--- config.mk ---
export PLATFORM = sky130hd
export DESIGN_NAME = uart_tx_port_flat
export DESIGN_NICKNAME = d
export VERILOG_FILES = /design/src/rtl/uart_tx_port_if.sv /design/src/rtl/uart_tx_port.sv /design/src/flat_wrapper.sv
export SDC_FILE = /design/constraint.sdc
export NUM_CORES = 1
export LEC_CHECK = 0
export CAP_MARGIN = 20
export CORE_AREA = 10 10 107 109
export DETAILED_ROUTE_END_ITERATION = 7
export DIE_AREA = 0 0 117 119
export PLACE_DENSITY = 0.68
export REMOVE_ABC_BUFFERS = 1
export SLEW_MARGIN = 20
export SYNTH_ARGS = -nofsm -noshare
export SYNTH_HDL_FRONTEND = slang
export SYNTH_SLANG_ARGS = --single-unit
--- constraint.sdc ---
create_clock -name clock -period 5.52 [get_ports clock]
set_input_delay 1.104 -clock clock [delete_from_list [all_inputs] [get_ports clock]]
set_output_delay 1.104 -clock clock [all_outputs]
set_load 0.01 [all_outputs]
--- src/rtl/uart_tx_port_if.sv ---
// uart_tx_port_if: CPU I/O bus signals for the UART transmit port.
// The CPU side drives the strobes, address and write data.
// The port side returns the status read data.
`timescale 1ns/1ps
interface uart_tx_port_if;
  logic        uartcs;
  logic        uartwrite;
  logic        uartread;
  logic [1:0]  uartaddr;
  logic [7:0]  uartinputdata;
  logic [15:0] uartoutputdata;

  modport master (
    output uartcs, uartwrite, uartread, uartaddr, uartinputdata,
    input  uartoutputdata
  );

  modport slave (
    input  uartcs, uartwrite, uartread, uartaddr, uartinputdata,
    output uartoutputdata
  );
endinterface

--- src/rtl/uart_tx_port.sv ---
// uart_tx_port: memory-mapped UART transmitter with a small TX FIFO.
// The default frame format is 8N1.
// Define UART_TX_PARITY_EN to insert an even-parity bit, giving 8E1.
// Address 0 pushes a byte. A write to address 2 clears the sticky overflow flag.
// A read of address 2 returns {5'b0, ovf, busy, full, empty, count[6:0]}.
`timescale 1ns/1ps
module uart_tx_port #(
  parameter int unsigned CLK_HZ     = 23_000_000,
  parameter int unsigned BAUD       = 115200,
  parameter int unsigned FIFO_DEPTH = 8
) (
  input  logic           clock,
  input  logic           rst_n,
  uart_tx_port_if.slave  bus,
  output logic           tx
);

  localparam int unsigned DIV    = CLK_HZ / BAUD;
  localparam int unsigned BAUD_W = $clog2(DIV);
  localparam int unsigned PTR_W  = $clog2(FIFO_DEPTH);
  localparam int unsigned CNT_W  = PTR_W + 1;

  typedef enum logic [2:0] {
    S_IDLE,
    S_START,
    S_DATA,
`ifdef UART_TX_PARITY_EN
    S_PARITY,
`endif
    S_STOP
  } state_e;

  state_e             state_q, state_d;
  logic [BAUD_W-1:0]  baud_q, baud_d;
  logic [2:0]         bit_q, bit_d;
  logic [7:0]         shift_q, shift_d;
  logic               tx_q, tx_d;
  logic [PTR_W-1:0]   wr_ptr_q, wr_ptr_d, rd_ptr_q, rd_ptr_d;
  logic [CNT_W-1:0]   count_q, count_d;
  logic               ovf_q, ovf_d;
  logic [7:0]         mem_q [FIFO_DEPTH];
`ifdef UART_TX_PARITY_EN
  logic               par_q, par_d;
`endif

  logic wr_data_c, wr_ctrl_c, rd_stat_c;
  logic full_c, empty_c, busy_c, push_c, pop_c, baud_end_c;
  logic [7:0] head_c;

  // Bus decode and FIFO flags; fullness uses the pre-pop count
  always_comb begin
    wr_data_c  = bus.uartcs & bus.uartwrite & (bus.uartaddr == 2'd0);
    wr_ctrl_c  = bus.uartcs & bus.uartwrite & (bus.uartaddr == 2'd2);
    rd_stat_c  = bus.uartcs & bus.uartread  & (bus.uartaddr == 2'd2);
    full_c     = (count_q == CNT_W'(FIFO_DEPTH));
    empty_c    = (count_q == '0);
    busy_c     = (state_q != S_IDLE);
    push_c     = wr_data_c & ~full_c;
    baud_end_c = (baud_q == BAUD_W'(DIV - 1));
    head_c     = mem_q[rd_ptr_q];
  end

  // Status read path, combinational so data is valid in the read cycle
  assign bus.uartoutputdata = rd_stat_c
    ? {5'b0, ovf_q, busy_c, full_c, empty_c, 7'(count_q)}
    : 16'h0000;

  // Serialiser next state; tx is derived from the next state so it is flopped
  always_comb begin
    state_d = state_q;
    baud_d  = baud_q + BAUD_W'(1);
    bit_d   = bit_q;
    shift_d = shift_q;
    pop_c   = 1'b0;
`ifdef UART_TX_PARITY_EN
    par_d   = par_q;
`endif
    case (state_q)
      S_IDLE: begin
        baud_d = '0;
        if (!empty_c) begin
          pop_c   = 1'b1;
          shift_d = head_c;
`ifdef UART_TX_PARITY_EN
          par_d   = ^head_c;
`endif
          state_d = S_START;
        end
      end
      S_START: begin
        if (baud_end_c) begin
          baud_d  = '0;
          bit_d   = '0;
          state_d = S_DATA;
        end
      end
      S_DATA: begin
        if (baud_end_c) begin
          baud_d  = '0;
          shift_d = {1'b0, shift_q[7:1]};
          bit_d   = bit_q + 3'd1;
          if (bit_q == 3'd7) begin
`ifdef UART_TX_PARITY_EN
            state_d = S_PARITY;
`else
            state_d = S_STOP;
`endif
          end
        end
      end
`ifdef UART_TX_PARITY_EN
      S_PARITY: begin
        if (baud_end_c) begin
          baud_d  = '0;
          state_d = S_STOP;
        end
      end
`endif
      S_STOP: begin
        if (baud_end_c) begin
          baud_d = '0;
          if (!empty_c) begin
            pop_c   = 1'b1;
            shift_d = head_c;
`ifdef UART_TX_PARITY_EN
            par_d   = ^head_c;
`endif
            state_d = S_START;
          end else begin
            state_d = S_IDLE;
          end
        end
      end
      default: begin
        baud_d  = '0;
        state_d = S_IDLE;
      end
    endcase

    case (state_d)
      S_START:  tx_d = 1'b0;
      S_DATA:   tx_d = shift_d[0];
`ifdef UART_TX_PARITY_EN
      S_PARITY: tx_d = par_d;
`endif
      default:  tx_d = 1'b1;
    endcase
  end

  // FIFO pointers, occupancy and the sticky overflow flag
  always_comb begin
    wr_ptr_d = push_c ? wr_ptr_q + PTR_W'(1) : wr_ptr_q;
    rd_ptr_d = pop_c  ? rd_ptr_q + PTR_W'(1) : rd_ptr_q;
    count_d  = count_q;
    case ({push_c, pop_c})
      2'b10:   count_d = count_q + CNT_W'(1);
      2'b01:   count_d = count_q - CNT_W'(1);
      default: count_d = count_q;
    endcase
    ovf_d = ovf_q;
    if (wr_ctrl_c) begin
      ovf_d = 1'b0;
    end else if (wr_data_c && full_c) begin
      ovf_d = 1'b1;
    end
  end

  // State registers; reset forces the line idle and empties the FIFO
  always_ff @(posedge clock or negedge rst_n) begin
    if (!rst_n) begin
      state_q  <= S_IDLE;
      baud_q   <= '0;
      bit_q    <= '0;
      shift_q  <= '0;
      tx_q     <= 1'b1;
      wr_ptr_q <= '0;
      rd_ptr_q <= '0;
      count_q  <= '0;
      ovf_q    <= 1'b0;
`ifdef UART_TX_PARITY_EN
      par_q    <= 1'b0;
`endif
    end else begin
      state_q  <= state_d;
      baud_q   <= baud_d;
      bit_q    <= bit_d;
      shift_q  <= shift_d;
      tx_q     <= tx_d;
      wr_ptr_q <= wr_ptr_d;
      rd_ptr_q <= rd_ptr_d;
      count_q  <= count_d;
      ovf_q    <= ovf_d;
`ifdef UART_TX_PARITY_EN
      par_q    <= par_d;
`endif
    end
  end

  // FIFO storage, no reset needed since the pointers define validity
  always_ff @(posedge clock) begin
    if (push_c) begin
      mem_q[wr_ptr_q] <= bus.uartinputdata;
    end
  end

  assign tx = tx_q;

endmodule
--- src/flat_wrapper.sv ---
// flat-port wrapper written by rule: the top's interface ports become plain ports
module uart_tx_port_flat 
#(
  parameter int unsigned CLK_HZ     = 23_000_000,
  parameter int unsigned BAUD       = 115200,
  parameter int unsigned FIFO_DEPTH = 8
)
  (clock, rst_n, tx, bus_uartcs, bus_uartwrite, bus_uartread, bus_uartaddr, bus_uartinputdata, bus_uartoutputdata);
  uart_tx_port_if bus_i ();
  input  logic clock;
  input  logic rst_n;
  output logic tx;
  input wire logic [$bits(bus_i.uartcs)-1:0] bus_uartcs;
  input wire logic [$bits(bus_i.uartwrite)-1:0] bus_uartwrite;
  input wire logic [$bits(bus_i.uartread)-1:0] bus_uartread;
  input wire logic [$bits(bus_i.uartaddr)-1:0] bus_uartaddr;
  input wire logic [$bits(bus_i.uartinputdata)-1:0] bus_uartinputdata;
  output wire logic [$bits(bus_i.uartoutputdata)-1:0] bus_uartoutputdata;
  assign bus_i.uartcs = bus_uartcs;
  assign bus_i.uartwrite = bus_uartwrite;
  assign bus_i.uartread = bus_uartread;
  assign bus_i.uartaddr = bus_uartaddr;
  assign bus_i.uartinputdata = bus_uartinputdata;
  assign bus_uartoutputdata = bus_i.uartoutputdata;
  uart_tx_port #(.CLK_HZ(CLK_HZ), .BAUD(BAUD), .FIFO_DEPTH(FIFO_DEPTH)) u_core (.clock(clock), .rst_n(rst_n), .bus(bus_i), .tx(tx));
endmodule
==> Yosys cells after proc, flatten, opt, wreduce, memory -nomap -nowiden <==
Memory sizes are Yosys's and may differ from the RTL's.
Cells that the tools add are included.
{ "totals": {"ff_bits": 34, "latch_bits": 0, "mem_bits_rw": 64, "mem_bits_ro": 0, "input_bits": 15, "n_memories": 1} }
{ "classes": {"n_addsub": 6, "mul": 0, "div_mod_pow": 0, "order_cmp": 0, "n_eq_ne": 14, "shift": 0, "n_mux": 26, "n_bitwise": 7, "n_reduce_logical": 12} }
{ "mem_list": {"columns": ["memory", "words", "word_bits", "read_ports", "rd_clocked_by_memory_dff", "wr", "line_no", "rtl"], "rows": [
  ["u_core.mem_q", 8, 8, 1, 0, 1, "uart_tx_port.sv:41", "logic [7:0] mem_q [FIFO_DEPTH];"]
]} }
{ "op_table": {"columns": ["operator", "count"], "rows": [
  ["two-way mux 8 bit", 5],
  ["case mux 8 bit (3 select lines)", 1],
  ["two-way mux 3 bit", 7],
  ["case mux 3 bit (4 select lines)", 1],
  ["two-way mux 11 bit", 1],
  ["adder 3 x 1 -> 3 bit (second input constant)", 3],
  ["equality test 3 x 2 -> 1 bit (second input constant)", 3],
  ["adder 8 x 1 -> 8 bit (second input constant)", 1],
  ["equality test 8 bit (second input constant)", 1],
  ["case mux 4 bit (2 select lines)", 1],
  ["two-way mux 1 bit", 7],
  ["bitwise AND 1 bit", 6],
  ["equality test 3 x 1 -> 1 bit (second input constant)", 2],
  ["inequality test 2 x 1 -> 1 bit (second input constant)", 3],
  ["case mux 3 bit (2 select lines)", 1],
  ["AND reduction 3 bit", 2],
  ["nonzero test 2 bit", 3],
  ["nonzero test 3 bit", 2],
  ["adder 4 x 1 -> 4 bit (second input constant)", 1],
  ["equality test 2 bit (second input constant)", 2],
  ["equality test 4 bit (second input constant)", 1],
  ["zero test 4 bit", 1],
  ["case mux 1 bit (2 select lines)", 2],
  ["subtractor 4 x 1 -> 4 bit (second input constant)", 1],
  ["7 further kinds", 7]
]} }

==> Depth between registers and ports, before layout <==
{ "depth": {"word_depth": 6, "ltp_mapped": 15} }

==> Worst setup path before layout <==
OpenSTA, ideal clock, no wires.
{ "synth_timing": {"kind": "input to register", "start": "input port bus_uartcs", "end": "memory u_core.mem_q[2][0], enable pin", "setup_ns": 0.398, "t_arrival_ns": 2.938, "path_slack_ns": 2.185, "cell_stages": 5, "n_path_buf": 0, "cell_sequence": "nor2b_1 > nand2_1 > nor3_1 > inv_1 > nor4b_1"} }
{ "synth_between": {"elab_chain_len": 5} }
{ "synth_lines": {"columns": ["element", "line_no", "rtl"], "rows": [
  ["from (decl)", "flat_wrapper.sv:13", "input wire logic [$bits(bus_i.uartcs)-1:0] bus_uartcs;"],
  ["bitwise AND 1 bit (2 in series)", "uart_tx_port.sv:52", "wr_data_c = bus.uartcs & bus.uartwrite & (bus.uartaddr == 2'd0);"],
  ["bitwise AND 1 bit", "uart_tx_port.sv:58", "push_c = wr_data_c & ~full_c;"],
  ["two-way mux 1 bit", "uart_tx_port.sv:201", "if (push_c) begin"],
  ["two-way mux 1 bit (implied by the code)", "uart_tx_port.sv:202", "mem_q[wr_ptr_q] <= bus.uartinputdata;"],
  ["to (decl)", "uart_tx_port.sv:41", null]
]} }
Every way passes these cells.

==> Worst setup path after layout <==
{ "layout_timing": {"start": "input port bus_uartcs", "end": "output port bus_uartoutputdata[0]"} }
{ "layout_between": {"elab_chain_len": 3} }
{ "layout_lines": {"columns": ["element", "line_no", "rtl"], "rows": [
  ["bitwise AND 1 bit (2 in series)", "uart_tx_port.sv:54", "rd_stat_c = bus.uartcs & bus.uartread & (bus.uartaddr == 2'd2);"],
  ["two-way mux 11 bit", "uart_tx_port.sv:65", "? {5'b0, ovf_q, busy_c, full_c, empty_c, 7'(count_q)}"],
  ["to (decl)", "flat_wrapper.sv:18", "output wire logic [$bits(bus_i.uartoutputdata)-1:0] bus_uartoutputdata;"]
]} }
Every way passes these cells.

==> impl_metrics.py <==
metrics = {
    "run_status": {
        "status": "finished clean",
    },
    "worst_hold_path": {
        "holdPathStages": 1,
        "min_path_type": "register to register",
    },
    "route": {
        "viasPerCell": 5.65,
        "antenna_left": 0,
        "wl_um": 8110,
        "drt-initial-drc-count": 107,
        "wl_per_cell_um": 17.4,
        "drc_errors": 0,
        "first_pass_iters": 4,
        "vias": 2628,
    },
    "final_layout": {
        "area_growth_pct": 11.5,
        "fin_nets": 370,
        "n_antenna_cell": 0,
        "fin_util_pct": 53.2,
        "drive_gt1_share_pct": 14.5,
    },
    "worst_setup_path": {
        "crit_chain": "clkdlybuf4s50_1 -> nor2b_1 -> and3_1 -> and2_1 -> clkdlybuf4s50_1",
        "worstPathMaxFanout": 6,
        "critPathRequiredTime_ns": 4.42,
        "startpoint_type": "input port",
        "worst_ep_arrival_time_ns": 2.85,
        "critPathKind": "input port to output pin",
        "reg2regPathDepth": 11,
        "crit_path_end_kind": "output pin",
        "cp_common_cell": "clkdlybuf4s50_1",
        "slowest_delay_ns": 0.54,
        "slowest_stage": "clkdlybuf4s50_1",
    },
    "floorplanning": {
        "row_count": 36,
        "initial_core_util_pct": 47.8,
        "core_sq_um": 9460,
        "die_w_um": 117,
        "dieArea_sq_um": 13900,
        "die_h_um": 119,
        "ios": 32,
    },
    "yosys": {
        "yosys-top-cells-area": "edfxtp_1 43%, dfrtp_1 18%, mux4_2 8.0%, ha_1 2.5%, nand2_1 2.3%",
        "yosysSeqAreaShare_pct": 61.4,
        "syn-cell-area_sq_um": 4520,
        "synth_cell_type_count": 48,
        "synth-seq-cells": 98,
        "synth_top_area_cell": "edfxtp_1",
        "synth_top_area_share_pct": 42.5,
        "yosys_warnings": 0,
        "netlist_instances": 325,
        "syn_avg_cell_area_sq_um": 13.9,
    },
    "timing": {
        "hold_viol": 0,
        "fmax_mhz": 253,
        "period_minus_slack_ns": 3.95,
        "period_share_pct": 71.6,
        "maxSlewHeadroom_pct": 39.4,
        "tns_ns": 0,
        "tightest_slew_ns": 0.906,
        "finClkSkew_ns": 0.0109,
        "setup_viol": 0,
        "rsz0062_at_grt": "no",
        "slew_violations": 0,
    },
    "clocking": {
        "htreeDepth": 3,
        "root_buffer": "clkbuf_8",
        "clk-insertion-delay-late_ns": 0.37,
        "cts_resized": 0,
        "post_cts_buffers": 0,
        "cts_buffer_depth": 2,
        "numCtsBuffers": 9,
        "cts.sink_count": 98,
        "holdBufCountCts": 0,
        "cts_tree": "built",
        "cts.reportedPaths.clkPinSlew_ns": 0.11,
    },
    "power": {
        "vdd_drop_max_mv": 0.221,
        "leakage_nw": 1.85,
        "p_per_area_nw_per_um2": 402,
    },
    "grt": {
        "grt_pass1_vias": 2604,
        "grt_pass1_wl_um": 13400,
        "grt_max_degree": 35,
        "grtUsageTotal_pct": 12.1,
        "overflow": 0,
        "antenna_found_initial": 0,
    },
    "run": {
        "drv_cap": 0,
    },
    "placed_design": {
        "portBuffers": 23,
        "dp_hpwl_um": 5570,
        "gp_congestion": 0.774,
    },
}
cell families after synthesis:
family	count (synthesis)	share of synthesized area [%]
AND/OR/NAND/NOR	90	10.7
multiplexers	27	10.6
adder cells (fa/ha/maj)	9	2.49
XOR/XNOR	15	2.91
other	1	0.0830
AO/OA/AOI/OAI	49	7.73
buffers and inverters	36	4.10
flip-flops	98	61.4
layer usage:
metal,GRT usage [%],share of wire (%)
met1,15.9,47
met4,3.71,0.90
met5,0,0
met3,2.81,3.7
met2,19.3,48
flip-flops by register name (all words and copies together), names as in the netlist:
register and cells:
u_core.wr_ptr_q 3, u_core.state_q 3, u_core.rd_ptr_q 3, u_core.baud_q 8, u_core.shift_q 8, u_core.count_q 4
u_core.ovf_q 1, u_core.bit_q 3, u_core.tx 1, u_core.mem_q 64
synth_stat cells (all sizes together):
| library cell | count |
|---|---|
| nor4b | 3 |
| mux2i | 8 |
| o31ai | 1 |
| and2 | 7 |
| xor2 | 6 |
| and4 | 7 |
| a31o | 1 |
| o311ai | 1 |
| nand2 | 28 |
| and4b | 1 |
| nor3b | 3 |
| nand3 | 6 |
| mux2 | 3 |
| conb | 1 |
| nor4 | 4 |
| or4 | 1 |
| edfxtp | 64 |
| clkbuf | 9 |
| or2 | 1 |
| o211ai | 1 |
| buf | 17 |
| nor2 | 14 |
| and3 | 4 |
| o2bb2ai | 5 |
| a21oi | 11 |
| o21ai | 7 |
| nor2b | 3 |
| a22oi | 1 |
| a311oi | 2 |
| a21o | 7 |
| nor3 | 6 |
| dfstp | 1 |
| mux4 | 16 |
| nand4 | 2 |
| inv | 10 |
| a31oi | 3 |
| dfrtp | 33 |
| a2111oi | 1 |
| ha | 9 |
| o22ai | 8 |
| xnor2 | 9 |
cell type report:
cell class                 instances  area (sq um)
inverter                          10          37.5
sequential                        98          2780
fill                             806          4420
tap                              114           143
multi-input combinational        199          1600
timing repair buffer              28           268
clock inverter                     7          83.8
clock buffer                       9           124
layout by cell type, fill, tap and decap left out, types with 3 or more instances in the layout:
cell / synthesis / routed
a21o_1: 7 / 7
a21oi_1: 11 / 11
a31oi_1: 3 / 3
and2_1: 6 / 6
and3_1: 4 / 4
and4_1: 7 / 7
buf_4: 10 / 5
clkbuf_8: 0 / 9
clkdlybuf4s50_1: 0 / 23
conb_1: 1 / 9
dfrtp_1: 33 / 32
edfxtp_1: 64 / 64
ha_1: 9 / 9
inv_1: 10 / 10
inv_8: 0 / 3
mux2i_1: 8 / 8
mux4_2: 16 / 16
nand2_1: 28 / 28
nand3_1: 6 / 6
nor2_1: 14 / 14
nor2b_1: 3 / 3
nor3_1: 6 / 4
nor3b_1: 3 / 3
nor4_1: 3 / 3
o21ai_0: 5 / 5
o22ai_1: 8 / 8
o2bb2ai_1: 5 / 5
xnor2_1: 9 / 9
xor2_1: 6 / 6
stage by stage:
step	cells	power (mW)	hold WS, ns	worst slack (ns)	cell area (sq um)
after floorplan	307	1.41	0.468	2.18	4400
after global placement	449	1.55	0.493	1.50	4820
after detailed placement	449	1.57	0.503	1.40	4820
after CTS	465	2.04	0.527	1.55	5030
after global routing	465	2.15	0.568	1.50	5030
final	465	2.02	0.526	1.57	5030
critical path, delay by kind of cell:
family / cells / cell delay, ns
buffers and inverters: 2 / 0.99
and+or+nand+nor: 3 / 0.75
final timing paths:
check | slack (ns) | endpoint | start
worst max-delay path | 1.57 | bus_uartoutputdata[0] | bus_uartcs
worst min-delay path | 0.53 | u_core.shift_q[5] | u_core.shift_q[5]
worst max register to register | 2.24 | u_core.count_q[2] | u_core.count_q[1]
worst min register to register | 0.53 | u_core.shift_q[5] | u_core.shift_q[5]
max in group asynchronous | 4.05 | u_core.tx | rst_n
min in group asynchronous | 1.14 | u_core.bit_q[1] | rst_n
power breakdown:
part,total [mW],internal [mW],leakage (nW),switching [mW]
Combinational,0.495,0.285,0.731,0.210
Sequential,1.05,0.871,1.01,0.184
Clock,0.472,0.184,0.106,0.288
(Power assumes the default switching activity.)
